<file path="config.mk">
export PLATFORM = sky130hd
export DESIGN_NAME = acc_sequencer_flat
export DESIGN_NICKNAME = d
export VERILOG_FILES = /design/src/rtl/acc_sequencer_if.sv /design/src/rtl/acc_sequencer.sv /design/src/flat_wrapper.sv
export SDC_FILE = /design/constraint.sdc
export NUM_CORES = 1
export LEC_CHECK = 0
export CELL_PAD_IN_SITES_DETAIL_PLACEMENT = 0
export CELL_PAD_IN_SITES_GLOBAL_PLACEMENT = 1
export CORE_AREA = 3 3 77 108
export CTS_BUF_LIST = sky130_fd_sc_hd__clkbuf_16
export CTS_CLUSTER_SIZE = 24
export DETAILED_ROUTE_END_ITERATION = 7
export DIE_AREA = 0 0 80 111
export PLACE_DENSITY = 0.89
export SETUP_SLACK_MARGIN = 0.3
export SYNTH_ARGS = -nofsm -noshare
export SYNTH_HDL_FRONTEND = slang
export SYNTH_SLANG_ARGS = --single-unit
</file>
<file path="constraint.sdc">
create_clock -name clk -period 2.71 [get_ports clk]
set_input_delay 0.4065 -clock clk [delete_from_list [all_inputs] [get_ports clk]]
set_output_delay 0.4065 -clock clk [all_outputs]
set_load 0.02 [all_outputs]
</file>
<file path="src/rtl/acc_sequencer_if.sv">
// Purpose: bundles the program-load, run-control and accumulator-drive signals of acc_sequencer.
// Latency: none, wires only.
// Backpressure: none; the sequencer ignores start/prog_we while busy.
// Ports: master = control/test side (drives program and run requests),
//        slave  = sequencer side (drives busy/done/pc and the accumulator controls).
// Build option ACC_SEQ_AUTOCLR_EN adds acc_clr_n (active-low accumulator clear).
interface acc_sequencer_if #(
    parameter int AW = 3
);
    logic          prog_we;
    logic [AW-1:0] prog_addr;
    logic [3:0]    prog_a;
    logic [3:0]    prog_op;
    logic          start;
    logic [AW:0]   len;
    logic          abort;
    logic          busy;
    logic          done;
    logic [AW-1:0] pc;
    logic [3:0]    acc_a;
    logic [8:0]    acc_in;
    logic          acc_en;
`ifdef ACC_SEQ_AUTOCLR_EN
    logic          acc_clr_n;

    modport master (
        output prog_we, prog_addr, prog_a, prog_op, start, len, abort,
        input  busy, done, pc, acc_a, acc_in, acc_en, acc_clr_n
    );
    modport slave (
        input  prog_we, prog_addr, prog_a, prog_op, start, len, abort,
        output busy, done, pc, acc_a, acc_in, acc_en, acc_clr_n
    );
`else
    modport master (
        output prog_we, prog_addr, prog_a, prog_op, start, len, abort,
        input  busy, done, pc, acc_a, acc_in, acc_en
    );
    modport slave (
        input  prog_we, prog_addr, prog_a, prog_op, start, len, abort,
        output busy, done, pc, acc_a, acc_in, acc_en
    );
`endif
endinterface

</file>
<file path="src/rtl/acc_sequencer.sv">
// Purpose: program sequencer for the 4-bit signed accumulator; stores (operand, op) entries, replays them on start.
// Latency: first op issues 1 cycle after the start edge (2 with ACC_SEQ_AUTOCLR_EN), then one op per cycle.
// Backpressure: none; start and prog_we are dropped (not queued) while busy.
// Ports: clk, clr (synchronous active-high reset), bus (acc_sequencer_if.slave).
// Build option ACC_SEQ_AUTOCLR_EN: adds a one-cycle CLR state driving acc_clr_n low before each run.
module acc_sequencer #(
    parameter int DEPTH = 8,
    parameter int AW    = 3
) (
    input  logic            clk,
    input  logic            clr,
    acc_sequencer_if.slave  bus
);

`ifdef ACC_SEQ_AUTOCLR_EN
    typedef enum logic [1:0] {S_IDLE, S_RUN, S_DONE, S_CLR} state_t;
`else
    typedef enum logic [1:0] {S_IDLE, S_RUN, S_DONE} state_t;
`endif

    state_t        r_state;
    state_t        w_state_nxt;
    logic [AW-1:0] r_pc;
    logic [AW-1:0] w_pc_nxt;
    logic [AW:0]   r_len;
    logic [AW:0]   w_len_nxt;
    logic [3:0]    r_prog_a  [DEPTH];
    logic [3:0]    r_prog_op [DEPTH];

    logic [AW:0]   w_len_clamp;
    logic          w_last;
    logic [3:0]    w_op;
    logic          w_run;
    logic          w_issue;

    assign w_len_clamp = (bus.len > (AW+1)'(DEPTH)) ? (AW+1)'(DEPTH) : bus.len;
    // pc is the index of the step being shown; the run ends after step len_q-1.
    assign w_last      = (({1'b0, r_pc} + (AW+1)'(1)) == r_len);
    assign w_op        = r_prog_op[r_pc];
    assign w_run       = (r_state == S_RUN);
    assign w_issue     = w_run && (w_op <= 4'd8);

    // Next-state logic
    always_comb begin
        w_state_nxt = r_state;
        w_pc_nxt    = r_pc;
        w_len_nxt   = r_len;
        case (r_state)
            S_IDLE: begin
                if (bus.start) begin
                    w_len_nxt = w_len_clamp;
                    w_pc_nxt  = '0;
`ifdef ACC_SEQ_AUTOCLR_EN
                    w_state_nxt = S_CLR;
`else
                    w_state_nxt = (w_len_clamp == '0) ? S_DONE : S_RUN;
`endif
                end
            end
            S_RUN: begin
                if (bus.abort) begin
                    w_state_nxt = S_IDLE;
                end else if (w_last) begin
                    w_state_nxt = S_DONE;
                end else begin
                    w_pc_nxt = r_pc + AW'(1);
                end
            end
            S_DONE: begin
                w_state_nxt = S_IDLE;
            end
`ifdef ACC_SEQ_AUTOCLR_EN
            S_CLR: begin
                if (bus.abort) begin
                    w_state_nxt = S_IDLE;
                end else begin
                    w_state_nxt = (r_len == '0) ? S_DONE : S_RUN;
                end
            end
`endif
            default: begin
                w_state_nxt = S_IDLE;
            end
        endcase
    end

    always_ff @(posedge clk) begin
        if (clr) begin
            r_state <= S_IDLE;
            r_pc    <= '0;
            r_len   <= '0;
        end else begin
            r_state <= w_state_nxt;
            r_pc    <= w_pc_nxt;
            r_len   <= w_len_nxt;
        end
    end

    // Program store: cleared to (a=0, NOP) on reset, writable only while idle.
    always_ff @(posedge clk) begin
        if (clr) begin
            for (int i = 0; i < DEPTH; i++) begin
                r_prog_a[i]  <= 4'h0;
                r_prog_op[i] <= 4'hF;
            end
        end else if ((r_state == S_IDLE) && bus.prog_we) begin
            r_prog_a[bus.prog_addr]  <= bus.prog_a;
            r_prog_op[bus.prog_addr] <= bus.prog_op;
        end
    end

    // Outputs decode from registered state only, never from inputs.
    assign bus.busy   = (r_state != S_IDLE);
    assign bus.done   = (r_state == S_DONE);
    assign bus.pc     = r_pc;
    assign bus.acc_a  = w_run ? r_prog_a[r_pc] : 4'h0;
    assign bus.acc_in = w_issue ? (9'd1 << w_op) : 9'd0;
    assign bus.acc_en = w_issue;
`ifdef ACC_SEQ_AUTOCLR_EN
    assign bus.acc_clr_n = (r_state != S_CLR);
`endif

endmodule

</file>
<file path="src/flat_wrapper.sv">
// flat-port wrapper written by rule: the top's interface ports become plain ports
module acc_sequencer_flat 
#(
    parameter int DEPTH = 8,
    parameter int AW    = 3
)
  (clk, clr, bus_prog_we, bus_prog_addr, bus_prog_a, bus_prog_op, bus_start, bus_len, bus_abort, bus_busy, bus_done, bus_pc, bus_acc_a, bus_acc_in, bus_acc_en);
  acc_sequencer_if #(.AW(AW)) bus_i ();
  input  logic clk;
  input  logic clr;
  input wire logic [$bits(bus_i.prog_we)-1:0] bus_prog_we;
  input wire logic [$bits(bus_i.prog_addr)-1:0] bus_prog_addr;
  input wire logic [$bits(bus_i.prog_a)-1:0] bus_prog_a;
  input wire logic [$bits(bus_i.prog_op)-1:0] bus_prog_op;
  input wire logic [$bits(bus_i.start)-1:0] bus_start;
  input wire logic [$bits(bus_i.len)-1:0] bus_len;
  input wire logic [$bits(bus_i.abort)-1:0] bus_abort;
  output wire logic [$bits(bus_i.busy)-1:0] bus_busy;
  output wire logic [$bits(bus_i.done)-1:0] bus_done;
  output wire logic [$bits(bus_i.pc)-1:0] bus_pc;
  output wire logic [$bits(bus_i.acc_a)-1:0] bus_acc_a;
  output wire logic [$bits(bus_i.acc_in)-1:0] bus_acc_in;
  output wire logic [$bits(bus_i.acc_en)-1:0] bus_acc_en;
  assign bus_i.prog_we = bus_prog_we;
  assign bus_i.prog_addr = bus_prog_addr;
  assign bus_i.prog_a = bus_prog_a;
  assign bus_i.prog_op = bus_prog_op;
  assign bus_i.start = bus_start;
  assign bus_i.len = bus_len;
  assign bus_i.abort = bus_abort;
  assign bus_busy = bus_i.busy;
  assign bus_done = bus_i.done;
  assign bus_pc = bus_i.pc;
  assign bus_acc_a = bus_i.acc_a;
  assign bus_acc_in = bus_i.acc_in;
  assign bus_acc_en = bus_i.acc_en;
  acc_sequencer #(.DEPTH(DEPTH), .AW(AW)) u_core (.clk(clk), .clr(clr), .bus(bus_i));
endmodule
</file>
==> run_results.csv, run 1 <==
group,metric,value,unit
setup_path,end_kind,"output port",
logic_synthesis,synth_top_flop_cell,"edfxtp_1",
floorplanning,fp.dieArea,0.00888,mm²
setup_path,critPathMaxFanout,6,
route,dr_total_vias,2287,
status,status,"completed",
global_routing,first_pass_grt_wire_length,12500,µm
global_routing,first_global_vias,2418,
route,drc,0,
clock_network,clock_tree.htree_level_count,3,
clock_network,tritoncts,"built",
logic_synthesis,synth-xor-area-share,0.00721,
route,drt-total-wl,7580,µm
cells_and_area,layout_common_cells,"edfxtp_1 (64), and2_1 (32), nor2_1 (28)",
logic_synthesis,edff_count_synth,64,
floorplanning,ioPinCount,39,
place,placement.setup.worst_slack,0.0428,ns
floorplanning,design.core.area,0.00741,mm²
clock_network,clk_transition_reported_paths,0.06,ns
cells_and_area,drive_gt1_frac,0.259,
worst_hold_path,min_path_type,"flip-flop to flip-flop",
floorplanning,placementRows,37,
logic_synthesis,synthAdderAreaFrac,0.00343,
logic_synthesis,share_of_synthesized_area_spent_on_multiplexers,0.140,
clock_network,worst_skew_pair.late_latency,0.33,ns
logic_synthesis,yosysUniqueCellTypes,41,
global_routing,grt_util_met1,0.221,
logic_synthesis,syn-cell-area,0.00364,mm²
sta,layout_setup_ws,0.368,ns
logic_synthesis,synth_area_leaders,"edfxtp_1 (53%), mux4_2 (9.9%), dfxtp_1 (6.6%), and2_1 (5.5%), or3_1 (4.3%)",
setup_path,worst-endpoint-arrival,1.94,ns
sta,fin_tns_setup,0,ns
sta,whs,0.511,ns
sta,relSlewSlack,0.691,
sta,report.final.setup_viol,0,
place,placement.io_buffers,38,
sta,max_slew.worst_pin.slew,0.459,ns
route,via_per_inst,5.43,
sta,min_cycle_time_layout,2.34,ns
pwr,pwr_density_cell,608,mW/mm²
logic_synthesis,largest_family_of_logic_cells_by_synthesized_area,"simple AND/OR/NAND/NOR gates",
cells_and_area,layout.cell_area.non_filler,0.00450,mm²
clock_network,clock_sink_count,76,
cells_and_area,n_fill_cell,562,
cells_and_area,nNetsFinal,340,
floorplanning,die_width,80,µm
sta,fin_crit_sh,0.864,
cells_and_area,mostFrequentLayoutCell,"edfxtp_1",
global_routing,largest_net_degree_at_the_start_of_global_routing,21,
clock_network,tritoncts.num_buffers,9,
pwr,finalPower,2.73,mW
logic_synthesis,synth.yosys.warnings,0,
pwr,leakage,1.50,nW
floorplanning,dieHeight,111,µm
logic_synthesis,synth_sequential_area_ratio,0.593,
route,dr.pass1.iters,4,
logic_synthesis,synth_async_sr_flop_share,0,
place,post-place-cells,405,
route,detail_route.iter0.violations,100,
sta,timing_max_transition_violations_final,0,
logic_synthesis,synthesis.nets,291,
floorplanning,initial_utilization,0.492,
logic_synthesis,synth_top_area_cell,"edfxtp_1",
sta,clock.fmax,427,MHz
logic_synthesis,synth_area_per_cell,13.5,µm²
cells_and_area,layout-area-overhead-vs-synth,23.4,%
global_routing,globalRouteOverflowTotal,0,
sta,final.setup_skew,0.00519,ns
setup_path,setup.worst_path.start_class,"flip-flop",
logic_synthesis,synth.top_cell.area_share,0.527,
cells_and_area,final_core_density,0.607,
flow_run,drv_cap,0,
pwr,vdd.ir_drop.worst,0.512,mV
clock_network,cts-hold-fix-buffers,0,
logic_synthesis,synth_simple_gate_area_frac,0.219,
clock_network,cts.root.buffer_cell,"clkbuf_16",
place,place_congestion,0.714,
global_routing,grt_antenna_before_repair,0,
global_routing,global_route.usage.met3,0.0358,
global_routing,gr-usage-all-layers,0.189,
place,detailedPlacementHpwl,5610,µm
route,remaining_number_of_nets_flagged_by_the_antenna_check_after_routing,0,
global_routing,grt.met2_usage,0.332,
clock_network,clock_tree.buffer_depth,2,
sta,rsz0062_at_grt,"yes",
setup_path,timing_worst_setup_path_type,"flip-flop to output port",
route,wl_per_cell,18.0,µm
setup_path,critical_path_required,2.30,ns
clock_network,setup_fix_bufs_post_cts,0,
cells_and_area,multi_input_area,0.00147,mm²
global_routing,grt_busiest_layer,"met2",
logic_synthesis,yosys_register_bits,76,
sta,final_hold_violating_endpoints,0,
cells_and_area,final_cell_count_no_fill,421,
logic_synthesis,synth-compound-area-share,0.0199,
cells_and_area,sequential_cell_area,0.00217,mm²
logic_synthesis,synth_cells,270,
cells_and_area,antenna_cells,0,
place,placed_area,0.00418,mm²
[timing repair]
action / CTS / global route
cloned: 0 / 0
pin swaps: 2 / 1
endpoints found under the hold margin: 0 / 0
endpoints found under the setup margin: 14 / 13
gates resized for setup: 54 / 18
[critical path, stage by stage (launching register included)]
cell	delay [ns]
dfxtp_4	0.41
mux4_2	0.56
mux2_2	0.29
o21ai_0	0.16
buf_2	0.19
[Yosys cell counts (2+ instances only)]
cell type  instances
edfxtp_1          64
and2_1            32
nor2_1            28
or3_1             25
mux4_2            16
dfxtp_1           12
nand2b_1          11
mux2i_1            9
or2_2              8
buf_2              7
nand2_1            7
clkbuf_1           5
a21oi_1            4
nor3b_1            4
and3b_1            3
mux2_2             3
nor2b_1            3
a31oi_1            2
nand3b_1           2
nor3_2             2
nor4_1             2
xor2_1             2
[worst paths after layout]
kind	from	endpoint	slack, ns	cells past startpoint
worst max register to register	u_core.r_state[0]$_SDFFE_PP0P_	u_core.r_prog_op[6][0]$_SDFFCE_PN1P_	0.60	6
worst max-delay path	flip-flop	bus_acc_en	0.37	4
worst min register to register	u_core.r_state[1]$_SDFFE_PP0P_	u_core.r_state[1]$_SDFFE_PP0P_	0.51	1
worst min-delay path	u_core.r_state[1]$_SDFFE_PP0P_	u_core.r_state[1]$_SDFFE_PP0P_	0.51	1
[routing by layer]
layer | vias to the layer above | routed length [µm]
met2 | 51 | 4170
li1 | 1102 | -
met5 | - | 0
met3 | 12 | 268
met4 | 0 | 172
met1 | 1122 | 2960
[power breakdown]
part / internal (mW) / leakage [nW] / switching [mW]
Clock: 0.794 / 0.155 / 0.435
Combinational: 0.0866 / 0.680 / 0.106
Sequential: 1.30 / 0.666 / 0.0163
[layout make-up]
class,instances,share of cell area
inverters,2,0.00167
well taps,97,0.0270
clock inverters,7,0.0186
clock buffers,9,0.0501
repair buffers,50,0.0938
multi-input cells,180,0.326
flip-flops and latches,76,0.482
[cells by family (layout without fill, tap and decap cells)]
family / Yosys count / after routing
compound gates: 11 / 11
buf+inv: 14 / 68
flops: 76 / 76
fa+ha+maj: 1 / 1
mux: 30 / 30
simple gates: 135 / 135
xor+xnor: 3 / 3
[sequential cells by signal (all words and copies together) (netlist names), named ones only]
signal	flops
u_core.bus.pc	3
u_core.r_len	4
u_core.r_prog_a	32
u_core.r_state	2
u_core.r_prog_op	32
(Power assumes the default switching activity.)
==> run 2, diff against run 1 <==
- CELL_PAD_IN_SITES_DETAIL_PLACEMENT: 0 -> unset
- CELL_PAD_IN_SITES_GLOBAL_PLACEMENT: 1 -> unset
- CORE_AREA: 3 3 77 108 -> 3 3 73 102
- DIE_AREA: 0 0 80 111 -> 0 0 76 105
- PLACE_DENSITY: 0.89 -> 0.84
- clock period: 2.71 -> 2.44 ns (I/O delays scaled with it)
==> run 2 against run 1 <==
Effect of this change:
- sequential share of layout area down 1.4 points
- largest power group unchanged
- critical path type unchanged
- clock skew down 0.00081 ns
- register-to-register slack worse by 0.21 ns
- highest routed layer unchanged
==> run_results.csv, run 2 (same netlist as run 1, synthesis figures left out) <==
group,metric,value,unit
pwr,vdd.ir_drop.worst,0.409,mV
setup_path,end_kind,"output port",
floorplanning,placementRows,35,
route,drc,0,
cells_and_area,layout.cell_area.non_filler,0.00463,mm²
sta,timing_max_transition_violations_final,0,
pwr,sw_share,0.207,
setup_path,worst-endpoint-arrival,1.97,ns
floorplanning,initial_utilization,0.551,
sta,relSlewSlack,0.729,
place,placed_area,0.00421,mm²
sta,final_hold_violating_endpoints,0,
clock_network,tritoncts,"built",
cells_and_area,antenna_cells,0,
clock_network,clock_tree.buffer_depth,2,
pwr,finalPower,3.07,mW
cells_and_area,nNetsFinal,346,
cells_and_area,final_cell_count_no_fill,422,
place,placement.io_buffers,38,
clock_network,clock_tree.htree_level_count,3,
worst_hold_path,hold_path_startpoint,"u_core.r_len[0]$_SDFFE_PP0P_",
setup_path,critical-path-top-delay-family,"multiplexers",
setup_path,critPathMaxFanout,6,
setup_path,crit_end,"bus_acc_in[8]",
route,dr_total_vias,2451,
sta,max_slew.worst_pin.slew,0.406,ns
setup_path,number_of_gates_on_the_worst_path_with_buffers_counted,6,
flow_run,drv_cap,0,
global_routing,grt_antenna_before_repair,0,
setup_path,critical_path_required,2.07,ns
cells_and_area,layout-area-overhead-vs-synth,27.0,%
global_routing,gr-usage-all-layers,0.213,
route,remaining_number_of_nets_flagged_by_the_antenna_check_after_routing,0,
place,detailedPlacementHpwl,5830,µm
cells_and_area,drive_gt1_frac,0.285,
pwr,comb_power_share,0.076,
route,dr.pass1.iters,4,
worst_hold_path,min_path_type,"flip-flop to flip-flop",
cells_and_area,layout_common_cells,"edfxtp_1 (64), and2_1 (32), nor2_1 (28)",
global_routing,largest_net_degree_at_the_start_of_global_routing,21,
sta,final.setup_skew,0.00438,ns
setup_path,max_stage_delay,0.54,ns
clock_network,clk_transition_reported_paths,0.06,ns
floorplanning,fp.dieArea,0.00798,mm²
place,post-place-cells,403,
pwr,clock_power_share,0.449,
setup_path,setup.worst_path.start_class,"flip-flop",
setup_path,timing_worst_setup_path_type,"flip-flop to output port",
sta,rsz0062_at_grt,"yes",
setup_path,reg2reg_slack,0.39,ns
route,drt-total-wl,8260,µm
global_routing,first_pass_grt_wire_length,12900,µm
pwr,pwr_density_cell,664,mW/mm²
setup_path,cp_slowest_cell,"mux4_2",
floorplanning,ioPinCount,39,
clock_network,clock_sink_count,76,
clock_network,cts-hold-fix-buffers,0,
setup_path,critical_path.n_buffers_inverters,2,
pwr,p_sw,637,µW
pwr,power_report.internal_total,2.44,mW
cells_and_area,reg_top3,"u_core.r_prog_a: 32 flops, u_core.r_prog_op: 32 flops, u_core.r_len: 4 flops",
setup_path,r2r.worst_path.cells,6,
pwr,leakage,1.55,nW
place,place_congestion,0.788,
route,detail_route.iter0.violations,70,
clock_network,worst_skew_pair.late_latency,0.33,ns
floorplanning,dieHeight,105,µm
sta,whs,0.519,ns
route,via_per_inst,5.81,
sta,report.final.setup_viol,0,
global_routing,globalRouteOverflowTotal,0,
floorplanning,design.core.area,0.00661,mm²
cells_and_area,mostFrequentLayoutCell,"edfxtp_1",
sta,fin_crit_sh,0.957,
setup_path,crit_path_cell_trace,"buf_12, mux4_2, mux2i_4, nand4_1, nor2b_1, buf_4",
clock_network,cts.root.buffer_cell,"clkbuf_16",
route,wl_per_cell,19.6,µm
pwr,sequential_cell_fraction_of_total_power,0.475,
status,status,"completed",
clock_network,tritoncts.num_buffers,9,
floorplanning,die_width,76,µm
sta,min_cycle_time_layout,2.34,ns
global_routing,first_global_vias,2540,
setup_path,rr_startpoint,"u_core.r_state[0]$_SDFFE_PP0P_",
setup_path,rr_endpoint,"u_core.r_prog_a[1][1]$_SDFFCE_PN0P_",
sta,clock.fmax,428,MHz
cells_and_area,n_fill_cell,433,
-- run 2: cell count changes in the layout (fill, tap and decap cells not counted), sizes merged --
| cell | delta |
|---|---|
| clkinvlp | +1 |
| clkbuf | -3 |
| clkinv | +1 |
| buf | +9 |
| inv | -2 |
-- run 2: cell type report --
cell class	instances	area (µm²)	share of cell area
flip-flops and latches	76	2170	0.468
multi-input cells	180	1500	0.323
repair buffers	56	527	0.114
clock buffers	9	225	0.0486
well taps	92	115	0.0249
clock inverters	7	91.3	0.0197
inverters	2	7.51	0.00162
-- run 2: power by group through the flow --
stage / Sequential, mW / Combinational, mW / Clock, mW
floorplan: 1.48 / 0.123 / 0
global placement: 1.48 / 0.209 / 0
detailed placement: 1.49 / 0.216 / 0
CTS: 1.46 / 0.222 / 1.39
global route: 1.46 / 0.251 / 1.45
finish: 1.46 / 0.234 / 1.38
-- run 2: how the worst min path moves through the flow --
| stage | endpoint | slack (ns) | cells after the start |
|---|---|---|---|
| floorplan | u_core.r_state[1]$_SDFFE_PP0P_ | 0.45 | 1 |
| global placement | u_core.r_state[1]$_SDFFE_PP0P_ | 0.50 | 1 |
| detailed placement | u_core.r_len[0]$_SDFFE_PP0P_ | 0.52 | 2 |
| CTS | u_core.r_state[1]$_SDFFE_PP0P_ | 0.52 | 1 |
| global route | u_core.r_len[2]$_SDFFE_PP0P_ | 0.54 | 2 |
| finish | u_core.r_len[0]$_SDFFE_PP0P_ | 0.52 | 2 |
-- run 2: repair_timing --
item	CTS	global route
gates cloned	0	1
resized for setup	73	18
endpoints found under the setup margin	14	14
pin swaps	3	3
setup buffers	1	1
-- run 2: worst reg2reg max path, delay by kind of cell (launching register included) --
kind / cells / cell delay [ns]
buffers and inverters: 1 / 0.06
and+or+nand+nor: 5 / 1.31
DFF: 1 / 0.36
-- run 2: metrics by stage --
step                      setup slack, ns   util  TNS (ns)
final                               0.105  0.700         0
after global routing              0.00320  0.700         0
after CTS                           0.106  0.689         0
after detailed placement           -0.152  0.637     -1.23
after global placement            -0.0541  0.637    -0.356
after floorplan                     0.405      -         0
-- run 2: layer usage --
metal | global-route usage | share of wire | vias up | routed length [µm]
li1 | - | - | 1113 | -
met1 | 0.228 | 0.37 | 1227 | 3080
met2 | 0.404 | 0.57 | 89 | 4670
met3 | 0.0362 | 0.035 | 22 | 286
met4 | 0.0984 | 0.027 | 0 | 222
met5 | 0 | 0 | - | 0
==> run 3, diff against run 2 <==
- ABC_AREA: unset -> 1
==> run 3 against run 2 <==
Effect of this change:
- hold slack lost 0.038 ns
- area after synthesis grew 0.14%
- cell area shrank 2.5%
- non-clock buffer count grew 6
- global-route usage grew 1.6 points
- cell count grew 39%
- critical endpoint is now bus_acc_in[3]
- largest cell class unchanged
==> run_results.csv, run 3 <==
group,metric,value,unit
logic_synthesis,synth_area_leaders,"edfxtp_1 (53%), nor2_1 (11%), nand2_1 (10%), dfxtp_1 (6.6%), inv_1 (4.7%)",
clock_network,clk_transition_reported_paths,0.06,ns
logic_synthesis,synth_cells,427,
floorplanning,ioPinCount,39,
setup_path,cp_slowest_cell,"dfxtp_4",
cells_and_area,mostFrequentLayoutCell,"nor2_1",
worst_hold_path,hold_path_startpoint,"u_core.r_len[0]$_SDFFE_PP0P_",
setup_path,critPathMaxFanout,9,
route,via_per_inst,5.35,
setup_path,cpMostUsedCell,"nor2_1",
setup_path,critical-path-top-delay-family,"simple AND/OR/NAND/NOR gates",
route,detail_route.iter0.violations,431,
cells_and_area,drive_gt1_frac,0.142,
route,wl_per_cell,14.9,µm
sta,rsz0062_at_grt,"yes",
floorplanning,fp.dieArea,0.00798,mm²
cells_and_area,nNetsFinal,510,
setup_path,worst-endpoint-arrival,1.84,ns
pwr,sequential_cell_fraction_of_total_power,0.481,
logic_synthesis,yosys_register_bits,76,
sta,fin_crit_sh,0.906,
logic_synthesis,yosysUniqueCellTypes,26,
pwr,p_sw,801,µW
route,routed-wl-met2,4710,µm
global_routing,first_pass_grt_wire_length,14000,µm
sta,final_hold_violating_endpoints,0,
global_routing,first_global_vias,3084,
cells_and_area,reg_top3,"u_core.r_prog_a: 32 flops, u_core.r_prog_op: 32 flops, u_core.r_len: 4 flops",
pwr,leakage,1.82,nW
sta,relSlewSlack,0.735,
worst_hold_path,min_path_type,"flip-flop to flip-flop",
pwr,comb_power_share,0.139,
sta,report.final.setup_viol,0,
floorplanning,die_width,76,µm
place,place_congestion,0.809,
setup_path,r2r.worst_path.cells,7,
logic_synthesis,synth_top_flop_cell,"edfxtp_1",
setup_path,critical_path_required,2.07,ns
logic_synthesis,synth_area_per_cell,8.55,µm²
setup_path,crit_path_cell_trace,"buf_6, nor2_1, nor2_1, o21ai_1, nand3_1, nand2_2, buf_4, nand4_1, nor2_1, buf_4",
pwr,finalPower,3.09,mW
setup_path,rr_startpoint,"u_core.r_state[0]$_SDFFE_PP0P_",
pwr,vdd.ir_drop.worst,0.486,mV
setup_path,number_of_gates_on_the_worst_path_with_buffers_counted,10,
worst_hold_path,worstHoldPathCells,2,
clock_network,cts.root.buffer_cell,"clkbuf_16",
setup_path,end_kind,"output port",
logic_synthesis,yosys.cell_count.top_type,"nor2_1",
clock_network,clock_sink_count,76,
place,detailedPlacementHpwl,5970,µm
clock_network,worst_skew_pair.late_latency,0.33,ns
global_routing,gr-usage-all-layers,0.229,
setup_path,max_stage_delay,0.38,ns
logic_synthesis,synth_async_sr_flop_share,0,
logic_synthesis,synth_sequential_area_ratio,0.592,
cells_and_area,antenna_cells,0,
place,placement.io_buffers,38,
global_routing,globalRouteOverflowTotal,0,
pwr,power_report.internal_total,2.29,mW
route,dr_total_vias,3135,
cells_and_area,n_fill_cell,499,
floorplanning,dieHeight,105,µm
cells_and_area,layout_common_cells,"nor2_1 (110), nand2_1 (98), edfxtp_1 (64)",
route,remaining_number_of_nets_flagged_by_the_antenna_check_after_routing,0,
setup_path,critical_path.n_buffers_inverters,3,
setup_path,setup.worst_path.start_class,"flip-flop",
sta,max_slew.worst_pin.slew,0.397,ns
floorplanning,placementRows,35,
route,routed.top_layer,"met4",
sta,final.setup_skew,0.00730,ns
pwr,pwr_density_cell,686,mW/mm²
route,detailroute.wirelength.met3,664,µm
route,met1Wirelength,3050,µm
status,status,"completed",
sta,min_cycle_time_layout,2.21,ns
sta,fin_tns_setup,0,ns
global_routing,grt_antenna_before_repair,0,
logic_synthesis,synth.yosys.warnings,0,
logic_synthesis,ys_top_cells_by_count,"nor2_1 (111), nand2_1 (99), edfxtp_1 (64), inv_1 (46), o21ai_0 (26)",
global_routing,largest_net_degree_at_the_start_of_global_routing,19,
pwr,clock_power_share,0.380,
route,drc,0,
logic_synthesis,edff_count_synth,64,
floorplanning,initial_utilization,0.552,
logic_synthesis,syn-cell-area,0.00365,mm²
cells_and_area,sequential_cell_area,0.00217,mm²
logic_synthesis,synthesis.nets,448,
floorplanning,design.core.area,0.00661,mm²
clock_network,tritoncts,"built",
cells_and_area,layout-area-overhead-vs-synth,23.6,%
clock_network,tritoncts.num_buffers,9,
setup_path,timing_worst_setup_path_type,"flip-flop to output port",
clock_network,clock_tree.buffer_depth,2,
clock_network,clock_tree.htree_level_count,3,
route,dr.pass1.iters,8,
pwr,sw_share,0.259,
cells_and_area,multi_input_area,0.00124,mm²
flow_run,drv_cap,0,
logic_synthesis,synth_top_area_cell,"edfxtp_1",
route,drt-total-wl,8750,µm
sta,timing_max_transition_violations_final,0,
sta,clock.fmax,452,MHz
logic_synthesis,synth.top_cell.area_share,0.527,
run 3: logic make-up after synthesis:
group	synth area share
and+or+nand+nor	0.257
DFF	0.592
buffers and inverters	0.0682
AOI/OAI and AO/OA	0.0740
xor gates and xnor gates	0.00480
adders and majority gates	0.00343
run 3: area by class of cell:
cell class                      instances  area share
Inverter                               51      0.0435
Clock inverter                          7     0.00804
Sequential cell                        76       0.480
Clock buffer                            9      0.0499
Tap cell                               92      0.0255
Timing Repair Buffer                   62       0.117
Multi-Input combinational cell        289       0.276
run 3: stage by stage:
| step | instances | util | setup slack [ns] | hold slack (ns) | cell area, µm² |
|---|---|---|---|---|---|
| 6_report | 586 | 0.682 | 0.230 | 0.482 | 4510 |
| 5_1_grt | 586 | 0.682 | 0.129 | 0.499 | 4510 |
| 4_1_cts | 583 | 0.678 | 0.223 | 0.482 | 4480 |
| 3_5_place_dp | 564 | 0.639 | 0.0943 | 0.473 | 4220 |
| 3_3_place_gp | 564 | 0.639 | 0.0979 | 0.467 | 4220 |
| 2_1_floorplan | 427 | - | 0.668 | 0.435 | 3650 |
run 3: what timing repair did:
action / in CTS / in global routing
hold buffers: 0 / 0
setup endpoints to repair: 14 / 14
cloned: 1 / 0
buffers inserted: 2 / 3
pin swaps: 1 / 2
gates resized for setup: 66 / 16
run 3: power by group through the flow:
stage          Clock [mW]  Sequential, mW  Combinational [mW]
6_report             1.18            1.49               0.430
5_1_grt              1.24            1.49               0.474
2_1_floorplan           0            1.51               0.255
4_1_cts              1.17            1.49               0.413
3_5_place_dp            0            1.51               0.402
3_3_place_gp            0            1.51               0.392
run 3: path summary, 6_finish.rpt:
kind / end / slack [ns]
min reg2reg: u_core.r_len[0]$_SDFFE_PP0P_ / 0.48
max reg2reg: u_core.r_prog_op[0][1]$_SDFFCE_PN1P_ / 0.62
max: bus_acc_in[3] / 0.23
min: u_core.r_len[0]$_SDFFE_PP0P_ / 0.48
run 3: layer usage:
metal / track usage / vias up
met2: 0.424 / 160
met1: 0.229 / 1436
li1: - / 1502
met4: 0.126 / 0
met3: 0.0638 / 37
met5: 0 / -
run 3: tightest hold or removal path: stages, from the launching register on:
cell,delay [ns]
dfxtp_1,0.32
nand2_1,0.06
a21oi_1,0.06
